[src/rtl/fifo_ctrl_pkg.sv]
// Shared types and defaults for the FIFO read-side transmit controller.
package fifo_ctrl_pkg;

  localparam int unsigned DATA_WIDTH_DEF  = 8;
  localparam int unsigned ACK_TIMEOUT_DEF = 4;
  localparam int unsigned XFER_CNT_W      = 8;

  typedef enum logic [2:0] {
    ST_IDLE    = 3'd0,
    ST_POP     = 3'd1,
    ST_SEND    = 3'd2,
    ST_WAIT_HI = 3'd3,
    ST_WAIT_LO = 3'd4
  } state_e;

  // Counter width able to hold 0..n inclusive.
  function automatic int unsigned cnt_width(input int unsigned n);
    return (n < 2) ? 1 : $clog2(n + 1);
  endfunction

endpackage

[src/rtl/async_fifo_rd_ctrl_if.sv]
// FIFO read port plus downstream serializer handshake.
interface async_fifo_rd_ctrl_if #(
  parameter int unsigned DATA_WIDTH = 8
);
  logic                  rempty;
  logic [DATA_WIDTH-1:0] rd_data;
  logic                  r_inc;
  logic                  tx_busy;
  logic [DATA_WIDTH-1:0] tx_data;
  logic                  tx_valid;

  modport master (
    input  rempty, rd_data, tx_busy,
    output r_inc, tx_data, tx_valid
  );

  modport slave (
    output rempty, rd_data, tx_busy,
    input  r_inc, tx_data, tx_valid
  );
endinterface

[src/rtl/ack_timer.sv]
// Counts WAIT_HI cycles; expire_c flags the last allowed cycle before a resend.
module ack_timer
  import fifo_ctrl_pkg::*;
#(
  parameter int unsigned TIMEOUT = ACK_TIMEOUT_DEF
) (
  input  logic clk,
  input  logic rst_n,
  input  logic clear,
  input  logic enable,
  output logic expire_c
);

  localparam int unsigned CNT_W = cnt_width(TIMEOUT);

  logic [CNT_W-1:0] cnt_q;

  always_ff @(posedge clk) begin
    if (!rst_n) begin
      cnt_q <= '0;
    end else if (clear) begin
      cnt_q <= '0;
    end else if (enable && !expire_c) begin
      cnt_q <= cnt_q + CNT_W'(1);
    end
  end

  assign expire_c = enable && (cnt_q == CNT_W'(TIMEOUT - 1));

endmodule

[src/rtl/async_fifo_rd_ctrl.sv]
// Pops one word at a time from a FIFO and hands it to a busy-handshaked serializer.
module async_fifo_rd_ctrl
  import fifo_ctrl_pkg::*;
#(
  parameter int unsigned DATA_WIDTH  = DATA_WIDTH_DEF,
  parameter int unsigned ACK_TIMEOUT = ACK_TIMEOUT_DEF
) (
  input  logic                  r_clk,
  input  logic                  rrst_n,
  input  logic                  en,
  async_fifo_rd_ctrl_if.master  bus,
  output logic [XFER_CNT_W-1:0] xfer_cnt,
  output logic                  timeout_err
);

  state_e state_q, state_d;

  logic                  r_inc_q, r_inc_d;
  logic                  tx_valid_q, tx_valid_d;
  logic [DATA_WIDTH-1:0] tx_data_q, tx_data_d;
  logic [XFER_CNT_W-1:0] xfer_cnt_q, xfer_cnt_d;
  logic                  timeout_err_q, timeout_err_d;
  logic                  ack_clr_c, ack_en_c, ack_expire_c;

  ack_timer #(.TIMEOUT(ACK_TIMEOUT)) u_ack_timer (
    .clk      (r_clk),
    .rst_n    (rrst_n),
    .clear    (ack_clr_c),
    .enable   (ack_en_c),
    .expire_c (ack_expire_c)
  );

  always_ff @(posedge r_clk) begin
    if (!rrst_n) state_q <= ST_IDLE;
    else         state_q <= state_d;
  end

  // Ack arrival beats timeout when both happen in the same cycle.
  always_comb begin
    state_d = state_q;
    unique case (state_q)
      ST_IDLE:    if (en && !bus.rempty && !bus.tx_busy) state_d = ST_POP;
      ST_POP:     state_d = ST_SEND;
      ST_SEND:    state_d = ST_WAIT_HI;
      ST_WAIT_HI: begin
        if (bus.tx_busy)       state_d = ST_WAIT_LO;
        else if (ack_expire_c) state_d = ST_SEND;
      end
      ST_WAIT_LO: if (!bus.tx_busy) state_d = ST_IDLE;
      default:    state_d = ST_IDLE;
    endcase
  end

  // Strobes are registered from the next state so they line up with it.
  always_comb begin
    r_inc_d       = (state_d == ST_POP);
    tx_valid_d    = (state_d == ST_SEND);
    tx_data_d     = tx_data_q;
    xfer_cnt_d    = xfer_cnt_q;
    timeout_err_d = timeout_err_q;
    ack_clr_c     = (state_q == ST_SEND);
    ack_en_c      = (state_q == ST_WAIT_HI);
    if (state_q == ST_POP) tx_data_d = bus.rd_data;
    if (state_q == ST_WAIT_LO && state_d == ST_IDLE) xfer_cnt_d = xfer_cnt_q + XFER_CNT_W'(1);
    if (state_q == ST_WAIT_HI && state_d == ST_SEND) timeout_err_d = 1'b1;
  end

  always_ff @(posedge r_clk) begin
    if (!rrst_n) begin
      r_inc_q       <= 1'b0;
      tx_valid_q    <= 1'b0;
      tx_data_q     <= '0;
      xfer_cnt_q    <= '0;
      timeout_err_q <= 1'b0;
    end else begin
      r_inc_q       <= r_inc_d;
      tx_valid_q    <= tx_valid_d;
      tx_data_q     <= tx_data_d;
      xfer_cnt_q    <= xfer_cnt_d;
      timeout_err_q <= timeout_err_d;
    end
  end

  assign bus.r_inc    = r_inc_q;
  assign bus.tx_valid = tx_valid_q;
  assign bus.tx_data  = tx_data_q;
  assign xfer_cnt     = xfer_cnt_q;
  assign timeout_err  = timeout_err_q;

endmodule

[src/flat_wrapper.sv]
// flat-port wrapper written by rule: the top's interface ports become plain ports
module async_fifo_rd_ctrl_flat import fifo_ctrl_pkg::*;
#(
  parameter int unsigned DATA_WIDTH  = DATA_WIDTH_DEF,
  parameter int unsigned ACK_TIMEOUT = ACK_TIMEOUT_DEF
)
  (r_clk, rrst_n, en, xfer_cnt, timeout_err, bus_rempty, bus_rd_data, bus_tx_busy, bus_r_inc, bus_tx_data, bus_tx_valid);
  async_fifo_rd_ctrl_if #(.DATA_WIDTH(DATA_WIDTH)) bus_i ();
  input  logic r_clk;
  input  logic rrst_n;
  input  logic en;
  output logic [XFER_CNT_W-1:0] xfer_cnt;
  output logic timeout_err;
  input wire logic [$bits(bus_i.rempty)-1:0] bus_rempty;
  input wire logic [$bits(bus_i.rd_data)-1:0] bus_rd_data;
  input wire logic [$bits(bus_i.tx_busy)-1:0] bus_tx_busy;
  output wire logic [$bits(bus_i.r_inc)-1:0] bus_r_inc;
  output wire logic [$bits(bus_i.tx_data)-1:0] bus_tx_data;
  output wire logic [$bits(bus_i.tx_valid)-1:0] bus_tx_valid;
  assign bus_i.rempty = bus_rempty;
  assign bus_i.rd_data = bus_rd_data;
  assign bus_i.tx_busy = bus_tx_busy;
  assign bus_r_inc = bus_i.r_inc;
  assign bus_tx_data = bus_i.tx_data;
  assign bus_tx_valid = bus_i.tx_valid;
  async_fifo_rd_ctrl #(.DATA_WIDTH(DATA_WIDTH), .ACK_TIMEOUT(ACK_TIMEOUT)) u_core (.r_clk(r_clk), .rrst_n(rrst_n), .en(en), .bus(bus_i), .xfer_cnt(xfer_cnt), .timeout_err(timeout_err));
endmodule
[config.mk]
export PLATFORM = sky130hd
export DESIGN_NAME = async_fifo_rd_ctrl_flat
export DESIGN_NICKNAME = d
export VERILOG_FILES = /design/src/rtl/fifo_ctrl_pkg.sv /design/src/rtl/async_fifo_rd_ctrl_if.sv /design/src/rtl/ack_timer.sv /design/src/rtl/async_fifo_rd_ctrl.sv /design/src/flat_wrapper.sv
export SDC_FILE = /design/constraint.sdc
export NUM_CORES = 1
export LEC_CHECK = 0
export CORE_MARGIN = 3
export CORE_UTILIZATION = 41
export DETAILED_ROUTE_END_ITERATION = 10
export PLACE_DENSITY = 0.72
export SLEW_MARGIN = 30
export SYNTH_ARGS = -nofsm -noshare
export SYNTH_HDL_FRONTEND = slang
export SYNTH_HIERARCHICAL = 1
export SYNTH_SLANG_ARGS = --single-unit
[constraint.sdc]
create_clock -name r_clk -period 1.6 [get_ports r_clk]
set_input_delay 0.24 -clock r_clk [delete_from_list [all_inputs] [get_ports r_clk]]
set_output_delay 0.24 -clock r_clk [all_outputs]
set_load 0.02 [all_outputs]
* Yosys cells after proc, flatten, opt, wreduce, memory -nomap -nowiden
Cells that the tools add are included.
Widths: inputs -> output; s select.
** Operators by class
- Add/subtract/negate cells :: 2
- Mux-type cells :: 5
- Bitwise operators :: 1
- Reduce and logical (&&, ||, !) cells :: 12
- Eq/ne operators :: 7
** Operator list (number)
- $pmux 3 s5 :: 1
- $eq 3x2->1 const B :: 4
- $mux 3 :: 4
- $add 8x1->8 const B :: 1
- $eq 3x1->1 const B :: 2
- $logic_and 1x1->1 :: 6
- $logic_not 3->1 :: 2
- $add 3x1->3 const B :: 1
- $eq 3x3->1 const B :: 1
- $logic_not 1->1 :: 3
- $reduce_or 2->1 :: 1
- $not 1->1 :: 1
** Word-level totals
- Bits of input ports :: 13
- Bits in registers :: 25
- Output and inout port bits :: 19

* Depth between registers and ports, before layout
- Word-level depth :: 7
- Gate-level depth with buffers :: 6
- Gate-level depth less buffers :: 6

* By module
Netlist, hierarchy kept.
** By module, submodules not included
- async_fifo_rd_ctrl :: cells an instance 94, instances 1, sequential area each 440.4 µm², area each 895.9 µm²
- ack_timer :: cells an instance 15, instances 1, sequential area each 60.1 µm², area each 158.9 µm²

* Worst setup path after synthesis
No wires, ideal clock.
- Kind :: reg2reg
- Start :: register u_core.state_q[1]
- End :: register u_core.xfer_cnt_q[6], in the netlist u_core/xfer_cnt[6]
- Arrival :: 1.494 ns
- Setup slack :: 0.035 ns
- Required time :: 1.528 ns
- Setup time :: 0.072 ns
- Cell stages (with the launch flop) :: 5
- Cell sequence :: dfxtp_1 -> or4b_4 -> buf_6 -> nor4_1 -> mux2i_1
** On the way
- Cells in the longest elaborated chain, start to end :: 7
- Elaborated cells on any way between the ends :: 13
** RTL lines
- from (decl) :: line async_fifo_rd_ctrl.sv:16 : state_e state_q, state_d;
- from (signal assigned) :: line async_fifo_rd_ctrl.sv:35 : else state_q <= state_d;
- $eq 3x2->1 :: line async_fifo_rd_ctrl.sv:41, async_fifo_rd_ctrl.sv:62
- $logic_and 1x1->1 :: line ack_timer.sv:28 : assign expire_c = enable && (cnt_q == CNT_W'(TIMEOUT - 1));
- $mux 3 :: line async_fifo_rd_ctrl.sv:47 : else if (ack_expire_c) state_d = ST_SEND;
- $mux 3 :: line async_fifo_rd_ctrl.sv:46 : if (bus.tx_busy) state_d = ST_WAIT_LO;
- $pmux 3 s5 :: line async_fifo_rd_ctrl.sv:41 : unique case (state_q)
- $logic_not 3->1 :: line async_fifo_rd_ctrl.sv:64 : if (state_q == ST_WAIT_LO && state_d == ST_IDLE) xfer_cnt_d = xfer_cnt_q + XFER_CNT_W'(1);
- $logic_and 1x1->1 * :: line async_fifo_rd_ctrl.sv:64
- to (signal assigned) :: line async_fifo_rd_ctrl.sv:79 : xfer_cnt_q <= xfer_cnt_d;
- to (decl) :: line async_fifo_rd_ctrl.sv:21 : logic [XFER_CNT_W-1:0] xfer_cnt_q, xfer_cnt_d;
Every way passes the cells marked *; elsewhere a longest branch is shown, timed or not.
A chain may end at the register's enable or synchronous reset.

* Worst setup path after layout
- Start :: register u_core.state_q[1]
- End :: register u_core.xfer_cnt_q[5], in the netlist u_core/xfer_cnt[5]
Same word-level chain as after synthesis.

==> results by group <==
Routing
  – TritonRoute pass-1 iters: 4
  – Avg WL per Cell: 11.5 um
  – Vias per std cell: 4.92
  – Remaining antenna violation count after routing: 0
  – DR DRC count: 0
  – Final WL: 2040 um
  – Starting DRT DRC Count: 16
  – Via count: 875

Final layout
  – Area of the multi-input gates: 512 sq um
  – Number of fill cells: 214
  – Register area: 500 sq um
  – Most frequent cells in the layout: dfxtp_1 (25), clkdlybuf4s50_1 (23), nor2_1 (15), mux2i_1 (12), buf_4 (9)
  – P&R area growth vs syn: 40.2%
  – Share of cells above drive strength 1: 12.0%
  – Antenna Cells: 0
  – Commonest non-fill, non-tap cell in the layout: dfxtp_1
  – Final nets: 167

Setup path
  – Reg-to-reg slack, setup: 0.07 ns
  – Buf/Inv on CP: 0
  – Worst path cell trace: or4b_4 > or4_1 > a21oi_1
  – Critical path required time: 1.85 ns
  – Startpoint Class: flop
  – Crit path DAT: 1.78 ns
  – Crit path kind: reg2reg
  – Crit-path max FO: 8
  – Slowest stage cell, crit path: or4b_4
  – Max incr delay on CP: 0.58 ns
  – Worst Setup End Kind: flop
  – CP top delay family: simple AND/OR/NAND/NOR gates

Clocking
  – CTS Buf Count: 3
  – CTS clk-pin slew, worst paths: 0.12 ns
  – Root Buffer: clkbuf_4
  – CTS sink cnt: 25
  – # hold bufs at CTS: 0
  – H-Tree Depth: 1
  – Clk_lat worst skew: 0.31 ns
  – CTS tree: yes
  – Clock tree buffer depth: 2

Synth
  – Async S/R FF share, synth: 0%
  – Largest cells by area after synthesis: dfxtp_1 (47%), mux2i_1 (11%), nor2_1 (5.3%)
  – Post-synthesis net count: 125
  – EDFF count, synth: 0
  – Syn_area_per_cell: 9.68 sq um
  – Synthesized area: 0.00105 sq mm
  – Synth area leader: dfxtp_1
  – Synthesized flop and latch total: 25
  – Sequential element share of the synthesized area: 47.4%
  – Synth Warn #: 6
  – Synth Flop Type: dfxtp_1
  – Cell variety after synth: 32
  – Synth top area share: 47.4%
  – Cells after Synth: 109

STA
  – Fin crit period: 1.53 ns
  – FMAX: 0.653 GHz
  – RSZ-0062 raised after global routing: yes
  – Setup TNS: 0 ns
  – Final setup fails: 0
  – Final Hold Viols: 0
  – Worst-margin pin slew: 0.309 ns
  – Clock skew: 0.00352 ns
  – Pins Over Slew Limit: 0
  – Crit share post-route: 95.7%
  – Slew headroom: 79.2%

Global routing
  – M2 GR Usage: 24.9%
  – Global Route Usage Sum: 14.1%
  – Largest net degree at the start of global routing: 17
  – Met3 usage: 5.06%
  – Number of global-route vias before repair: 866
  – GRT overflow: 0
  – Initial antenna violation count: 0
  – Global route hottest layer: met2
  – Met1 Track Usage GR: 15.6%
  – First-pass GRT wire length: 3650 um

Floorplanning
  – Die Y: 56.7 um
  – DIE WIDTH: 56.7 um
  – Die area: 0.00322 sq mm
  – I/O pins: 32
  – Core ar.: 0.00232 sq mm
  – Initial Util: 45.5%
  – Row count: 17

Placed design
  – Count of buffers from port buffering: 31
  – RePlAce Congestion: 0.695
  – Post-DP HPWL: 1600 um

Power and ir drop
  – Leak: 0.631 nW
  – Power, Total: 0.00105 W
  – Maximum VDD drop: 601 uV
  – Pwr Density: 708 mW/mm^2

Flow run
  – Max-cap viol count: 0

Outcome
  – Outcome: completed

Worst hold path
  – Min-Delay Path Class: reg2reg
==> synth_stat cells (all sizes together) (2+ instances only) <==
cell,count
nand2b,2
o31ai,2
nand2,7
nand3b,2
dfxtp,25
a21oi,6
or3,2
o21ai,3
mux2i,12
nor3b,3
or4,2
inv,5
nor2,15
buf,2
nor4,3
and2,2
ha,3
==> registers in the layout, indices dropped and copies added (netlist names) <==
signal                    count
u_core/xfer_cnt               8
u_core/bus.r_inc              1
u_core/u_ack_timer/cnt_q      3
u_core/bus.tx_data            8
u_core/timeout_err            1
u_core/bus.tx_valid           1
u_core/state_q                3
==> worst register-to-register path, cell delays in order (launching register included) <==
cell	delay, ns
dfxtp_1	0.33
or4b_4	0.58
or4_1	0.42
a21oi_1	0.14
==> per-layer routing <==
layer	wire length (um)	up-vias
met5	0	-
met4	12	0
met3	114	2
met2	1010	19
met1	906	392
li1	-	462
==> cell families (layout without fill, tap and decap cells) <==
kind of cell,count (synthesis),count (layout),synth area share [%]
mux,12,12,11.4
flops,25,25,47.4
xor+xnor,2,2,1.66
compound gates,13,13,7.59
buf+inv,9,50,4.03
simple gates,45,45,24.3
fa+ha+maj,3,3,3.56
==> final timing paths <==
path	end	cells past startpoint	startpoint
worst min register to register	u_core/xfer_cnt[7]	2	u_core/xfer_cnt[7]
worst max register to register	u_core/xfer_cnt[5]	3	u_core/state_q[1]
worst max-delay path	u_core/xfer_cnt[5]	3	u_core/state_q[1]
worst min-delay path	u_core/xfer_cnt[7]	2	u_core/xfer_cnt[7]
==> area by class of cell <==
type                       count  share of cell area, %
clock buffer                   4                   1.78
inverter                       6                   1.52
multi-input combinational     75                   34.6
sequential                    25                   33.8
tap                           28                   2.37
timing repair buffer          40                   25.9
==> where the power goes <==
group          internal, W  switching [W]
logic            0.0000754      0.0000590
registers         0.000637     0.00000684
clock network    0.0000972       0.000171
total             0.000810       0.000237
==> per-stage QoR <==
stage,util (%),std cells,cell area (sq um),hold slack [ns],setup WS (ns)
floorplan,-,109,1050,0.356,0.0346
global placement,62.4,174,1450,0.445,-0.207
detailed placement,62.4,174,1450,0.456,-0.244
CTS,63.4,178,1470,0.481,0.0133
global route,63.8,178,1480,0.508,-0.0157
finish,63.8,178,1480,0.475,0.0695
==> repair_timing <==
item | in CTS | in global routing
setup buffers | 0 | 0
setup endpoints to repair | 4 | 6
pin swaps | 0 | 0
resized for setup | 4 | 4
Power figures use the tool's default switching activity.
